File: src/rtl/hazard_controller.sv
// Pipeline sequencer for the 5-stage core: shadow scoreboard, stall/squash/freeze control,
// EX operand-forwarding selects and saturating debug counters.
module hazard_controller #(
  parameter int CNT_W    = 16,
  parameter int XLEN_IDX = 5
) (
  input  logic                clk,
  input  logic                reset,
  input  logic                de_valid,
  input  logic [XLEN_IDX-1:0] de_rs1,
  input  logic [XLEN_IDX-1:0] de_rs2,
  input  logic                de_rs1_used,
  input  logic                de_rs2_used,
  input  logic [XLEN_IDX-1:0] de_rd,
  input  logic                de_reg_write,
  input  logic                de_mem_read,
  input  logic                br_taken,
  input  logic                mem_busy,
  output logic                pc_write,
  output logic                de_ld,
  output logic                de_flush,
  output logic                ex_ld,
  output logic                ex_flush,
  output logic [1:0]          rs1_sel,
  output logic [1:0]          rs2_sel,
  output logic [CNT_W-1:0]    stall_cnt,
  output logic [CNT_W-1:0]    flush_cnt,
  output logic [CNT_W-1:0]    busy_cnt
);

  typedef enum logic [2:0] {
    ACT_RESET,
    ACT_FREEZE,
    ACT_SQUASH,
    ACT_STALL,
    ACT_NORMAL
  } action_e;

  localparam logic [1:0] SEL_RF  = 2'd0;
  localparam logic [1:0] SEL_MEM = 2'd1;
  localparam logic [1:0] SEL_WB  = 2'd2;

  // Shadow scoreboard: what currently sits in the EX and MEM pipeline registers.
  logic                ex_valid;
  logic [XLEN_IDX-1:0] ex_rd;
  logic                ex_reg_write;
  logic                ex_mem_read;
  logic                mem_valid;
  logic [XLEN_IDX-1:0] mem_rd;
  logic                mem_reg_write;

  logic                ex_hit1;
  logic                ex_hit2;
  logic                mem_hit1;
  logic                mem_hit2;
  logic                load_use;
  logic                advance;
  action_e             action;
  logic [1:0]          rs1_sel_next;
  logic [1:0]          rs2_sel_next;

  function automatic logic slot_hit(
    input logic                valid,
    input logic                reg_write,
    input logic [XLEN_IDX-1:0] rd,
    input logic [XLEN_IDX-1:0] rs,
    input logic                used
  );
    return valid && reg_write && used && (rd == rs) && (rs != '0);
  endfunction

  assign ex_hit1  = slot_hit(ex_valid,  ex_reg_write,  ex_rd,  de_rs1, de_rs1_used);
  assign ex_hit2  = slot_hit(ex_valid,  ex_reg_write,  ex_rd,  de_rs2, de_rs2_used);
  assign mem_hit1 = slot_hit(mem_valid, mem_reg_write, mem_rd, de_rs1, de_rs1_used);
  assign mem_hit2 = slot_hit(mem_valid, mem_reg_write, mem_rd, de_rs2, de_rs2_used);

  assign load_use = de_valid && ex_mem_read && (ex_hit1 || ex_hit2);

  always_comb begin
    action = ACT_NORMAL;
    if (reset)         action = ACT_RESET;
    else if (mem_busy) action = ACT_FREEZE;
    else if (br_taken) action = ACT_SQUASH;
    else if (load_use) action = ACT_STALL;
  end

  always_comb begin
    pc_write = 1'b0;
    de_ld    = 1'b0;
    de_flush = 1'b0;
    ex_ld    = 1'b0;
    ex_flush = 1'b0;
    case (action)
      ACT_RESET: begin
        de_flush = 1'b1;
        ex_flush = 1'b1;
      end
      ACT_FREEZE: begin
      end
      ACT_SQUASH: begin
        pc_write = 1'b1;
        de_ld    = 1'b1;
        de_flush = 1'b1;
        ex_ld    = 1'b1;
        ex_flush = 1'b1;
      end
      ACT_STALL: begin
        ex_ld    = 1'b1;
        ex_flush = 1'b1;
      end
      default: begin
        pc_write = 1'b1;
        de_ld    = 1'b1;
        ex_ld    = 1'b1;
      end
    endcase
  end

  // Only a normal cycle moves the DE instruction into EX; squash and stall insert a bubble.
  assign advance = (action == ACT_NORMAL);

  always_comb begin
    rs1_sel_next = SEL_RF;
    rs2_sel_next = SEL_RF;
    if (advance && de_valid) begin
      if (ex_hit1)       rs1_sel_next = SEL_MEM;
      else if (mem_hit1) rs1_sel_next = SEL_WB;
      if (ex_hit2)       rs2_sel_next = SEL_MEM;
      else if (mem_hit2) rs2_sel_next = SEL_WB;
    end
  end

  always_ff @(posedge clk) begin
    if (reset) begin
      ex_valid      <= 1'b0;
      ex_rd         <= '0;
      ex_reg_write  <= 1'b0;
      ex_mem_read   <= 1'b0;
      mem_valid     <= 1'b0;
      mem_rd        <= '0;
      mem_reg_write <= 1'b0;
      rs1_sel       <= SEL_RF;
      rs2_sel       <= SEL_RF;
    end else if (action != ACT_FREEZE) begin
      mem_valid     <= ex_valid;
      mem_rd        <= ex_rd;
      mem_reg_write <= ex_reg_write;
      if (advance) begin
        ex_valid     <= de_valid;
        ex_rd        <= de_rd;
        ex_reg_write <= de_reg_write;
        ex_mem_read  <= de_mem_read;
      end else begin
        ex_valid     <= 1'b0;
        ex_rd        <= '0;
        ex_reg_write <= 1'b0;
        ex_mem_read  <= 1'b0;
      end
      rs1_sel <= rs1_sel_next;
      rs2_sel <= rs2_sel_next;
    end
  end

  // Event counters stop at all-ones so a long debug run never reads back as a small count.
  always_ff @(posedge clk) begin
    if (reset) begin
      stall_cnt <= '0;
      flush_cnt <= '0;
      busy_cnt  <= '0;
    end else begin
      if (action == ACT_STALL && stall_cnt != '1)  stall_cnt <= stall_cnt + CNT_W'(1);
      if (action == ACT_SQUASH && flush_cnt != '1) flush_cnt <= flush_cnt + CNT_W'(1);
      if (action == ACT_FREEZE && busy_cnt != '1)  busy_cnt  <= busy_cnt + CNT_W'(1);
    end
  end

endmodule

File: config.mk
export PLATFORM = sky130hd
export DESIGN_NAME = hazard_controller
export DESIGN_NICKNAME = d
export VERILOG_FILES = /design/src/rtl/hazard_controller.sv
export SDC_FILE = /design/constraint.sdc
export NUM_CORES = 1
export LEC_CHECK = 0
export CAP_MARGIN = 5
export CORE_MARGIN = 10
export CORE_UTILIZATION = 49
export DETAILED_ROUTE_END_ITERATION = 8
export GPL_ROUTABILITY_DRIVEN = 0
export PLACE_DENSITY = 0.8
export SLEW_MARGIN = 20
export SYNTH_ARGS = -nofsm -noshare
export SYNTH_HDL_FRONTEND = slang
export SYNTH_SLANG_ARGS = --single-unit
File: constraint.sdc
create_clock -name clk -period 4.2 [get_ports clk]
set_input_delay 1.26 -clock clk [delete_from_list [all_inputs] [get_ports clk]]
set_output_delay 1.26 -clock clk [all_outputs]
set_load 0.02 [all_outputs]
== Word-level counts from Yosys, hierarchy flattened ==
Index checks and enable logic that the tools add are counted.

* Bits in registers: 67
* Input bits: 24
* Output and inout port bits: 57
* Logic and storage cells: 73

* Add/subtract/negate cells: 3
* Equal/unequal tests: 12
* Muxes and demuxes: 18
* Reductions and logical operators: 28

{| class="wikitable"
|+ Operators by type and width
! kind !! number
|-
| adder 16 x 1 -> 16 bit, second input constant || 3
|-
| != test 16 bit, second input constant || 3
|-
| == test 5 bit || 4
|-
| logical AND 1 bit || 20
|-
| 2-to-1 mux 2 bit || 6
|-
| 2-to-1 mux 3 bit || 4
|-
| nonzero test 5 bit || 2
|-
| 2-to-1 mux 1 bit || 7
|-
| == test 3 x 2 -> 1 bit, second input constant || 2
|-
| OR reduction 3 bit || 2
|-
| 2-to-1 mux 5 bit || 1
|-
| OR reduction 2 bit || 2
|-
| == test 3 x 1 -> 1 bit, second input constant || 1
|-
| == test 3 bit, second input constant || 1
|-
| zero test 3 bit || 1
|-
| != test 3 x 1 -> 1 bit, second input constant || 1
|-
| logical OR 1 bit || 1
|}

== Depth between registers and ports, before layout ==
* Word-level depth: 13
* Gate-level depth with buffers: 9
* Mapped depth without buffers: 7

== Worst setup path before layout ==
Ideal clock, no wire load.

* Path kind: input port to output port
* Start point: input port de_rs2[0]
* End point: output port pc_write
* Data arrival time: 2.693 ns
* Required time: 2.940 ns
* Setup slack: 0.247 ns
* Cell stages on the path: 6
* Path buffers: 1
* Cells stage by stage: or4_1 o21ai_2 nor3_2 o211ai_2 o21a_1 buf_4

* Word-level cells in the longest chain between the ends: 12
* Elaborated cells between the ends (all ways): 15
* Classes of those cells: eq/ne (3); mux (5); reduce/logical (7)

{| class="wikitable"
|+ RTL lines
! element !! line !! source
|-
| from (decl) || 11 || <nowiki>input logic [XLEN_IDX-1:0] de_rs2,</nowiki>
|-
| == test 5 bit || 69 || <nowiki>return valid && reg_write && used && (rd == rs) && (rs != '0);</nowiki>
|-
| logical AND 1 bit || 69 ||
|-
| logical AND 1 bit * || 69 ||
|-
| logical OR 1 bit * || 77 || <nowiki>assign load_use = de_valid && ex_mem_read && (ex_hit1 || ex_hit2);</nowiki>
|-
| logical AND 1 bit * || 77 ||
|-
| 2-to-1 mux 3 bit * || 84 || <nowiki>else if (load_use) action = ACT_STALL;</nowiki>
|-
| 2-to-1 mux 3 bit * || 83 || <nowiki>else if (br_taken) action = ACT_SQUASH;</nowiki>
|-
| 2-to-1 mux 3 bit * || 82 || <nowiki>else if (mem_busy) action = ACT_FREEZE;</nowiki>
|-
| 2-to-1 mux 3 bit * || 81 || <nowiki>if (reset) action = ACT_RESET;</nowiki>
|-
| == test 3 x 2 -> 1 bit, or another cell as far along || -- ||
|-
| OR reduction 3 bit (no source line) * || -- ||
|-
| 2-to-1 mux 1 bit * || -- ||
|-
| to (decl) || 19 || <nowiki>output logic pc_write,</nowiki>
|}

Every way passes the cells marked *; elsewhere a longest branch is shown, timed or not.

== Worst setup path in the final report ==
* Start point: input port de_rs1[3]
* End point: output port ex_flush

* Word-level cells in the longest chain between the ends: 12
* Elaborated cells between the ends (all ways): 15
* Classes of those cells: eq/ne (3); mux (5); reduce/logical (7)

{| class="wikitable"
|+ RTL lines
! element !! line !! source
|-
| from (decl) || 10 || <nowiki>input logic [XLEN_IDX-1:0] de_rs1,</nowiki>
|-
| == test 5 bit || 69 ||
|-
| logical AND 1 bit || 69 ||
|-
| logical AND 1 bit * || 69 ||
|-
| logical OR 1 bit * || 77 ||
|-
| logical AND 1 bit * || 77 ||
|-
| 2-to-1 mux 3 bit * || 84 ||
|-
| 2-to-1 mux 3 bit * || 83 ||
|-
| 2-to-1 mux 3 bit * || 82 ||
|-
| 2-to-1 mux 3 bit * || 81 ||
|-
| == test 3 x 2 -> 1 bit or zero test 3 bit (tied branches) || 93 || <nowiki>case (action)</nowiki>
|-
| OR reduction 3 bit (no source line) * || -- ||
|-
| 2-to-1 mux 1 bit * || 93 ||
|-
| to (decl) || 23 || <nowiki>output logic ex_flush,</nowiki>
|}

Marks and branches as above.

==> impl_metrics.json <==
{
  "status": "completed",
  "rows": 29,
  "path_class": "input port to primary output",
  "wl_um": 8419,
  "ant_nets": 0,
  "synth.avg_cell_area_sq_um": 8.765,
  "slew_headroom_pct": 58.96,
  "grt_pass1_wl_um": 13480,
  "stdcell_count": 555,
  "crit_required_ps": 2940,
  "hold_slack_ps": 456.9,
  "via_per_inst": 5.533,
  "overflow": 0,
  "fin_skew_ps": 10.29,
  "crit_chain": "clkdlybuf4s15_1 -> or4_1 -> o21ai_2 -> nor3_2 -> o211ai_2 -> nor2b_1 -> or2_4 -> buf_6",
  "worst_hold_path_type": "register to register",
  "synth_edf_count": 0,
  "ys_seq_area_share_pct": 41.14,
  "critPathLaunchType": "input port",
  "max_freq_ghz": 0.2417,
  "antenna_found_initial": 0,
  "min_path_cells": 2,
  "layout_min_cycle_time_ps": 4138,
  "hold_viol_final": 0,
  "setup_viol": 0,
  "drv_slew": 0,
  "io_buffer_count": 80,
  "setup_tns_ps": 0,
  "place_worst_setup_slack_ps": -746.9,
  "async_flop_share_pct": 0,
  "fin_ws_ps": 62.32,
  "cp-end-kind": "primary output",
  "place_inst": 536,
  "area_delta_synth_final_pct": 37.03,
  "synth-main-ff-cell": "dfxtp_1",
  "worstPathMaxFanout": 3,
  "cts_hold_buf": 0,
  "fp.dieW_um": 101.6,
  "nets": 500,
  "start_util_pct": 50.77,
  "dp_hpwl_um": 6199,
  "cts_tree": "done",
  "syn_area_sq_um": 3261,
  "die_y_um": 101.6,
  "cts_buffer_depth": 2,
  "final_core_util_pct": 69.57,
  "ys_types": 48,
  "ys_seq_elements": 67,
  "critPathSlowestCell": "or4_1",
  "wire_per_inst_um": 15.17,
  "syn_inst": 372,
  "drt_iter0_markers": 83,
  "grt_usage_pct": 16.08,
  "core_sq_um": 6422,
  "drc": 0,
  "drv_cap": 0,
  "fin_crit_sh_pct": 98.52,
  "dr.pass1.iters": 4,
  "worstPathArrival_ps": 2880,
  "synth_warnings": 0,
  "path_clk_slew_ps": 70,
  "grt_max_degree": 35,
  "grt_pass1_vias": 2932,
  "cts-root-buf": "clkbuf_8",
  "numClockSinks": 67,
  "antennaDiodeCount": 0,
  "clk_latency_ps": 350,
  "vias": 3071,
  "layout_common_cells": "dfxtp_1 (67), clkdlybuf4s50_1 (66), nor2_1 (48), buf_4 (27)",
  "fill_cells": 533,
  "tightest_slew_ps": 612.7,
  "die-area_sq_um": 10320,
  "ir_drop_mv": 0.2412,
  "htreeDepth": 3,
  "slowest_delay_ps": 530,
  "io_pins": 81,
  "cts_inserted_buffers": 9,
  "drive_gt1_share_pct": 12.55,
  "r2r_cells": 7,
  "power_density_nw_per_um2": 297.0,
  "leakage_uw": 0.001630,
  "final_common_cell": "dfxtp_1",
  "syn-num-nets": 399
}
final timing paths:
check,slack [ps],to,startpoint
worst max-delay path,60,ex_flush,de_rs1[3]
worst min-delay path,460,rs2_sel[1]$_SDFFE_PP0P_,rs2_sel[1]$_SDFFE_PP0P_
worst max register to register,2130,stall_cnt[10]$_SDFFE_PP0P_,ex_rd[1]$_SDFFE_PP0P_
worst min register to register,460,rs2_sel[1]$_SDFFE_PP0P_,rs2_sel[1]$_SDFFE_PP0P_
flip-flops by register name, summed over array words and instances (netlist names):
name and flops:
busy_cnt 16, ex_rd 5, rs1_sel 2, stall_cnt 16, flush_cnt 16, mem_valid 1, mem_rd 5, ex_mem_read 1
rs2_sel 2, mem_reg_write 1, ex_valid 1, ex_reg_write 1
power breakdown:
group          internal, uW  switching (uW)
Sequential              642            8.65
Clock                   330             237
Combinational          57.1            51.4
Total                  1030             297
synth_stat cells (all sizes together) (2+ instances only):
cell type,number,area share (%)
or4,8,1.8
or3,15,2.9
mux2i,9,2.8
inv,5,0.58
xor2,25,6.7
nand2,24,2.8
o21ai,15,2.4
nor2b,3,0.58
o311ai,2,0.54
nand3,25,3.8
ha,3,1.2
nor2,48,5.5
nor3,8,1.5
nand2b,2,0.38
nand4,12,2.5
dfxtp,67,41
o31ai,5,1.3
and3,12,2.3
xnor2,23,6.2
o211ai,3,1.3
buf,6,1.6
and2,4,0.77
a21oi,15,2.3
or2,3,0.58
clkbuf,9,1.0
nor4,3,0.58
a22o,9,2.4
stage by stage:
stage	total power, uW	cell area, sq um
3_5_place_dp	774.9	4232
3_3_place_gp	772.3	4232
6_report	1327	4468
4_1_cts	1338	4454
2_1_floorplan	714.3	3261
5_1_grt	1370	4468
layout make-up:
class | count | area, sq um | share of cell area (%)
multi-input cells | 285 | 1838 | 41.14
flip-flops and latches | 67 | 1341 | 30.02
repair buffers | 105 | 965.9 | 21.62
clock buffers | 10 | 127.6 | 2.856
well taps | 77 | 96.34 | 2.156
clock inverters | 6 | 80.08 | 1.792
inverters | 5 | 18.77 | 0.4200
critical path, delay by kind of cell:
family,cells,cell delay (ps)
buf+inv,2,310
simple gates,4,910
compound gates,2,390
timing repair:
item,in CTS,in global routing
hold endpoints to repair,0,0
buffers inserted,2,1
gates resized for setup,34,6
pin swaps,8,6
endpoints found under the setup margin,3,3
routing by layer:
layer | track usage (%) | vias up | routed length (um)
met3 | 6.467 | 16 | 685
met5 | 0 | - | 0
met4 | 6.931 | 0 | 142
li1 | - | 1528 | -
met1 | 17.58 | 1462 | 3426
met2 | 27.04 | 65 | 4164
kinds of logic after synthesis:
| logic type | Yosys count | share of synthesized area [%] |
|---|---|---|
| and+or+nand+nor | 169 | 26.55 |
| DFF | 67 | 41.14 |
| AOI/OAI and AO/OA | 55 | 11.93 |
| xor gates and xnor gates | 48 | 12.89 |
| buffers and inverters | 20 | 3.223 |
| muxes | 10 | 3.108 |
| adders and majority gates | 3 | 1.151 |
Power figures use the tool's default switching activity.
